`config.mk`:
```
export PLATFORM = sky130hd
export DESIGN_NAME = router_input_port
export DESIGN_NICKNAME = d
export VERILOG_FILES = /design/src/rtl/router_input_port.sv
export SDC_FILE = /design/constraint.sdc
export NUM_CORES = 1
export LEC_CHECK = 0
export BUFFER_PORTS_ARGS = -buffer_cell sky130_fd_sc_hd__buf_4
export CORE_ASPECT_RATIO = 2
export CORE_UTILIZATION = 55
export CTS_CLUSTER_DIAMETER = 60
export DETAILED_ROUTE_END_ITERATION = 7
export PLACE_DENSITY_LB_ADDON = 0.3
export SLEW_MARGIN = 10
export SYNTH_ARGS = -nofsm -noshare
export SYNTH_HDL_FRONTEND = slang
export SYNTH_SLANG_ARGS = --single-unit
```
`constraint.sdc`:
```
create_clock -name clock -period 6.6 [get_ports clock]
set_input_delay 0.99 -clock clock [delete_from_list [all_inputs] [get_ports clock]]
set_output_delay 0.99 -clock clock [all_outputs]
set_load 0.1 [all_outputs]
```
`src/rtl/router_input_port.sv`:
```
// Per-port receive stage: deserializes bit-serial frames into {da, data}
// packets and queues them in a small FIFO in front of the crossbar.
module router_input_port #(
    parameter int DEPTH = 4
) (
    input  logic                     clock,
    input  logic                     reset_n,
    input  logic                     frame_n,
    input  logic                     valid_n,
    input  logic                     di,
    output logic                     pkt_valid,
    output logic [2:0]               pkt_da,
    output logic [31:0]              pkt_data,
    input  logic                     pkt_ready,
    output logic [$clog2(DEPTH):0]   fifo_count,
    output logic                     busy,
    output logic                     err,
    output logic                     ovf
);

    localparam int PW = $clog2(DEPTH);

    typedef enum logic [2:0] {IDLE, ADDR, PAD, DATA, DROP} state_t;

    state_t        state;
    logic          armed;
    logic [1:0]    addr_idx;
    logic [4:0]    bit_idx;
    logic [2:0]    da_q;
    logic [31:0]   data_q;

    logic [34:0]   mem [DEPTH];
    logic [PW-1:0] wr_ptr;
    logic [PW-1:0] rd_ptr;
    logic [34:0]   head;

    logic complete;
    logic full;
    logic pop;
    logic push_ok;

    assign complete = (state == DATA) && frame_n && (bit_idx == 5'd31);
    assign full     = (fifo_count == (PW+1)'(DEPTH));
    assign pop      = pkt_valid && pkt_ready;
    assign push_ok  = complete && (!full || pop);

    // Receiver control; the arm flag keeps a frame already in flight at
    // reset release from being misread as a new one.
    always_ff @(posedge clock or negedge reset_n) begin
        if (!reset_n) begin
            state    <= IDLE;
            armed    <= 1'b0;
            addr_idx <= 2'd0;
            bit_idx  <= 5'd0;
            err      <= 1'b0;
        end else begin
            err <= 1'b0;
            if (frame_n)
                armed <= 1'b1;
            case (state)
                IDLE: begin
                    if (armed && !frame_n) begin
                        addr_idx <= 2'd1;
                        state    <= ADDR;
                    end
                end
                ADDR: begin
                    if (frame_n) begin
                        err   <= 1'b1;
                        state <= IDLE;
                    end else if (!valid_n) begin
                        err   <= 1'b1;
                        state <= DROP;
                    end else if (addr_idx == 2'd2) begin
                        state <= PAD;
                    end else begin
                        addr_idx <= addr_idx + 2'd1;
                    end
                end
                PAD: begin
                    if (frame_n) begin
                        err   <= 1'b1;
                        state <= IDLE;
                    end else if (!valid_n) begin
                        bit_idx <= 5'd1;
                        state   <= DATA;
                    end
                end
                DATA: begin
                    if (frame_n) begin
                        err   <= (bit_idx != 5'd31);
                        state <= IDLE;
                    end else if (!valid_n) begin
                        if (bit_idx == 5'd31) begin
                            err   <= 1'b1;
                            state <= DROP;
                        end else begin
                            bit_idx <= bit_idx + 5'd1;
                        end
                    end
                end
                DROP: begin
                    if (frame_n)
                        state <= IDLE;
                end
                default: state <= IDLE;
            endcase
        end
    end

    // Shift-in datapath; contents are only meaningful once a frame completes.
    always_ff @(posedge clock) begin
        if (state == IDLE && armed && !frame_n)
            da_q[0] <= di;
        if (state == ADDR && !frame_n && valid_n)
            da_q[addr_idx] <= di;
        if (state == PAD && !frame_n && !valid_n)
            data_q[0] <= di;
        if (state == DATA && !frame_n && !valid_n && bit_idx != 5'd31)
            data_q[bit_idx] <= di;
        if (push_ok)
            mem[wr_ptr] <= {da_q, di, data_q[30:0]};
    end

    // FIFO bookkeeping; a pop on the completion edge frees room for the push.
    always_ff @(posedge clock or negedge reset_n) begin
        if (!reset_n) begin
            wr_ptr     <= '0;
            rd_ptr     <= '0;
            fifo_count <= '0;
            ovf        <= 1'b0;
        end else begin
            ovf <= complete && full && !pop;
            if (push_ok)
                wr_ptr <= wr_ptr + 1'b1;
            if (pop)
                rd_ptr <= rd_ptr + 1'b1;
            case ({push_ok, pop})
                2'b10:   fifo_count <= fifo_count + (PW+1)'(1);
                2'b01:   fifo_count <= fifo_count - (PW+1)'(1);
                default: fifo_count <= fifo_count;
            endcase
        end
    end

    assign head      = mem[rd_ptr];
    assign pkt_valid = (fifo_count != '0);
    assign pkt_da    = pkt_valid ? head[34:32] : 3'd0;
    assign pkt_data  = pkt_valid ? head[31:0]  : 32'd0;
    assign busy      = (state != IDLE);

endmodule

```
## Word level (Yosys, flattened, before mapping)

Memories as Yosys holds them, arrays and structs flattened.
Cells that the tools add are included.

- Memory bits (read-only): 0
- Register bits after elaboration: 55
- Logic and storage cells: 124
- Latch bits: 0
- Output and inout bits: 42
- Memories kept: 1
- Input bits: 6
- Bits in writable memories: 140

Memories:

| name | depth | bits a word | read ports | clocked after memory_dff | wr ports | line | source |
|---|---|---|---|---|---|---|---|
| mem | 4 | 35 | 1 | 0 | 1 | 32 | `logic [34:0] mem [DEPTH];` |

- Divide/modulo/power cells: 0
- Muxes and demuxes: 44
- $lt $le $gt $ge: 4
- Shifts and indexed selects: 0
- Multiply operators: 0
- Add/sub/neg operators: 6
- Reductions and logical operators: 32
- Equality and inequality tests: 24
- Bitwise operators: 0

Operator list:

| cell | count |
|---|---|
| 3-bit two-way mux | 11 |
| 32-bit bitwise mux | 1 |
| 32-bit two-way mux | 1 |
| 5-bit two-way mux | 5 |
| 2-bit inequality test (second input constant) | 10 |
| 1-bit logical AND | 18 |
| 3-bit one-hot mux with 5 select lines | 1 |
| 1-bit two-way mux | 14 |
| 6-bit AND reduction | 2 |
| 5-bit one-hot mux with 2 select lines | 1 |
| 2-bit two-way mux | 4 |
| 2-bit by 1-bit adder with 2-bit output (second input constant) | 3 |
| 3-bit by 2-bit == test with 1-bit output (second input constant) | 2 |
| 3-bit == test (second input constant) | 2 |
| 5-bit by 6-bit < comparator with 1-bit output (second input constant) | 1 |
| 3-bit inequality test (second input constant) | 2 |
| 3-bit one-hot mux with 2 select lines | 1 |
| 2-bit nonzero test | 3 |
| 3-bit nonzero test | 2 |
| 5-bit by 1-bit adder with 5-bit output (second input constant) | 1 |
| 1-bit demux with 5-bit select | 1 |
| 5-bit == test (second input constant) | 1 |
| 5-bit by 1-bit >= comparator with 1-bit output (second input constant) | 1 |
| 5-bit inequality test (second input constant) | 1 |
| other kinds (17) | 21 |

## Longest topological paths before layout

- Depth in word-level cells: 6
- Depth in mapped cells: 11

## Worst setup path before layout

OpenSTA, ideal clock, no wires.

- Path type: reg2out
- Start point: register fifo_count[2]
- End point: output pkt_da[0]
- Required time: 5.610 ns
- Cell stages (with the launch flop): 4
- Path buffers: 1
- Data arrival time: 3.119 ns
- Path slack: 2.491 ns
- Cells stage by stage: dfrtp_1 -> or3_1 -> clkbuf_1 -> and2_1

- Word-level cells in the longest chain between the ends: 2

RTL lines:

| element | line | source |
|---|---|---|
| start: declaration | 15 | `output logic [$clog2(DEPTH):0] fifo_count,` |
| start signal: assignment | 139 | `2'b10: fifo_count <= fifo_count + (PW+1)'(1);` |
| start signal: assignment | 140 | `2'b01: fifo_count <= fifo_count - (PW+1)'(1);` |
| start signal: assignment | 141 | `default: fifo_count <= fifo_count;` |
| 3-bit nonzero test | 147 | `assign pkt_valid = (fifo_count != '0);` |
| named net pkt_valid | 11 | `output logic pkt_valid,` |
| 3-bit two-way mux | 148 | `assign pkt_da = pkt_valid ? head[34:32] : 3'd0;` |
| end: declaration | 12 | `output logic [2:0] pkt_da,` |

The timed path passes the listed nets, and every way through them passes these cells.

## Final worst setup path

- Start point: register rd_ptr[0]
- End point: output pkt_data[28]

- Word-level cells in the longest chain between the ends: 2

RTL lines:

| element | line | source |
|---|---|---|
| start: declaration | 34 | `logic [PW-1:0] rd_ptr;` |
| start signal: assignment | 137 | `rd_ptr <= rd_ptr + 1'b1;` |
| memory read 4 x 35 bit | -- |  |
| 32-bit two-way mux | 149 | `assign pkt_data = pkt_valid ? head[31:0] : 32'd0;` |
| end: declaration | 13 | `output logic [31:0] pkt_data,` |

Every way passes these cells.

==> results.py <==
metrics = {
    "run_status": {
        "status": "finished clean",
    },
    "final_layout": {
        "final_util_pct": 64.6,
        "fillers": 950,
        "fin_nets": 522,
        "drive_gt1_share_pct": 26.2,
        "antenna_cells": 0,
        "layout_common_cells": "edfxtp_1 (172), buf_4 (53), and2_1 (43)",
        "mostFrequentLayoutCell": "edfxtp_1",
        "fin_cells": 704,
        "stdcell_area_um2": 9020,
        "area_delta_synth_final_pct": 14.0,
    },
    "grt": {
        "grt_pass1_vias": 4113,
        "antenna_found_initial": 0,
        "grt_max_degree": 40,
        "globalRoute.totalOverflow": 0,
        "grtUsageTotal_pct": 20.2,
        "grt_pass1_wl_um": 21500,
    },
    "pwr": {
        "power.total_mw": 3.80,
        "power.density_nw_per_um2": 421,
        "leakagePower_nw": 3.15,
        "vdd_drop_max_mv": 0.267,
    },
    "floorplanning": {
        "die_width_um": 86.8,
        "ios": 48,
        "rows": 61,
        "die_y_um": 172,
        "dieArea_um2": 14900,
        "coreArea_um2": 14000,
        "initial_core_util_pct": 56.6,
    },
    "yosys": {
        "netlist_instances": 451,
        "syn_nets": 471,
        "avgSynthCellArea_um2": 17.5,
        "synth-edff-count": 172,
        "synth_seq_cells": 194,
        "async_flop_share_pct": 10.3,
        "synth_cell_type_count": 49,
        "synthesis.area_um2": 7910,
        "synth_ff_type": "edfxtp_1",
        "yosysWarnings": 0,
        "synth-seq-area-share_pct": 72.1,
    },
    "routing": {
        "wl_per_cell_um": 19.0,
        "drt-initial-drc-count": 266,
        "dr_total_vias": 3926,
        "antenna_left": 0,
        "drt-pass1-iter-count": 4,
        "drc": 0,
        "drt-total-wl_um": 13400,
        "via_per_inst": 5.58,
    },
    "setup_path": {
        "slowest_delay_ns": 0.60,
        "worst_path_most_repeated_cell": "buf_4",
        "crit_required_ns": 5.61,
        "cp_slowest_cell": "mux4_2",
        "reg2reg_depth": 7,
        "cp-end-kind": "output pin",
        "cp.arrival_ns": 2.53,
        "path_cells": "buf_4 -> mux4_2 -> and2_1 -> buf_4",
        "r2r_setup_slack_ns": 3.72,
        "critPathLaunchType": "flop",
        "crit_fanout": 32,
        "worstSetupPathType": "flop to output pin",
    },
    "timing": {
        "relSlewSlack_pct": 23.5,
        "worst_slack_ns": 3.08,
        "tns_ns": 0,
        "drv_slew": 0,
        "layout_min_cycle_time_ns": 3.52,
        "setup_viol": 0,
        "tightest_slew_ns": 1.15,
        "whs_ns": 0.438,
        "hold_viol_final": 0,
        "max_freq_ghz": 0.284,
        "rsz0062_at_grt": "no",
        "fin_crit_sh_pct": 53.4,
        "skew_ns": 0.0149,
    },
    "placement": {
        "portBuffers": 47,
        "pre_cts_slack_ns": 3.45,
        "globalplace.congestion": 0.775,
        "dp_hpwl_um": 8490,
        "dp.cells": 672,
        "placedInstanceArea_um2": 8440,
    },
    "clocking": {
        "post_cts_buffers": 0,
        "cts_resized": 0,
        "postCtsHoldBufs": 0,
        "clock_sinks": 194,
        "cts.clk_slew.worst_paths_ns": 0.07,
        "root_buffer": "clkbuf_16",
        "cts_tree": "yes",
        "clk_latency_ns": 0.43,
        "cts_buffers": 17,
        "cts_buffer_depth": 2,
        "ctsHtreeMaxLevel": 4,
    },
    "worst_hold_path": {
        "hold_class": "input pin to async pin",
    },
    "run": {
        "maxCapViolations": 0,
    },
}
==> worst max-delay path, delay by kind of cell, from the launching register on <==
| kind | cells | cell delay [ns] |
|---|---|---|
| flops | 1 | 0.46 |
| simple gates | 1 | 0.20 |
| buf+inv | 2 | 0.79 |
| mux | 1 | 0.60 |
==> final timing paths <==
check,startpoint,to
min reg2reg,data_q[21],mem[2][21]
max,rd_ptr[0],pkt_data[28]
min in group clock,data_q[21],mem[2][21]
max reg2reg,bit_idx[0],mem[2][4]
min,reset_n,addr_idx[1]
max in group asynchronous,reset_n,rd_ptr[0]
==> state kept, by name, indices dropped and copies added (netlist names) <==
| register | cells |
|---|---|
| addr_idx | 2 |
| armed | 1 |
| bit_idx | 5 |
| da_q | 3 |
| data_q | 31 |
| err | 1 |
| fifo_count | 3 |
| mem | 140 |
| ovf | 1 |
| rd_ptr | 2 |
| state | 3 |
| wr_ptr | 2 |
==> power breakdown <==
part	switching, mW	leakage [nW]	total [mW]	internal [mW]
Sequential	0.0705	1.81	1.43	1.36
Combinational	0.962	1.06	1.37	0.409
Clock	0.460	0.276	0.993	0.533
Total	1.49	3.15	3.80	2.30
==> synthesized netlist by cell type (4+ instances only) <==
master	count	area, um^2
nand2_1	17	63.8
dfrtp_1	20	500
a21oi_1	6	30.0
mux2_2	7	78.8
ha_1	13	163
buf_2	4	20.0
o21ai_0	5	25.0
nor2_1	41	154
edfxtp_1	172	5160
inv_1	8	30.0
and2_1	43	269
clkbuf_1	12	45.0
buf_4	4	30.0
xnor2_1	4	35.0
nand3_1	10	50.1
mux4_2	35	788
==> kinds of logic (layout without fill, tap and decap cells) <==
group | count (synthesis) | count (layout) | synth area share, %
AOI/OAI and AO/OA | 26 | 26 | 2.37
xor gates and xnor gates | 6 | 6 | 0.664
adders and majority gates | 14 | 14 | 2.31
buffers and inverters | 29 | 93 | 1.72
DFF | 194 | 194 | 72.1
muxes | 44 | 44 | 11.2
and+or+nand+nor | 138 | 138 | 9.60
==> routing by layer <==
metal  vias to the layer above  global-route usage (%)  share of wire (%)
met5                         -                       0                  0
met3                        14                    4.65                2.5
met2                        79                    36.3                 58
met4                         0                    9.06                1.5
met1                      2008                    22.5                 38
li1                       1825                       -                  -
==> final cells by class <==
cell class                 count  area, um^2  area share (%)
tap                          189         236            2.62
sequential                   194        5710            63.3
timing repair buffer          53         398            4.41
inverter                       8        30.0           0.333
multi-input combinational    228        2070            22.9
clock buffer                  18         429            4.76
clock inverter                14         148            1.64
Note: power is estimated with default switching activity, not from simulation.
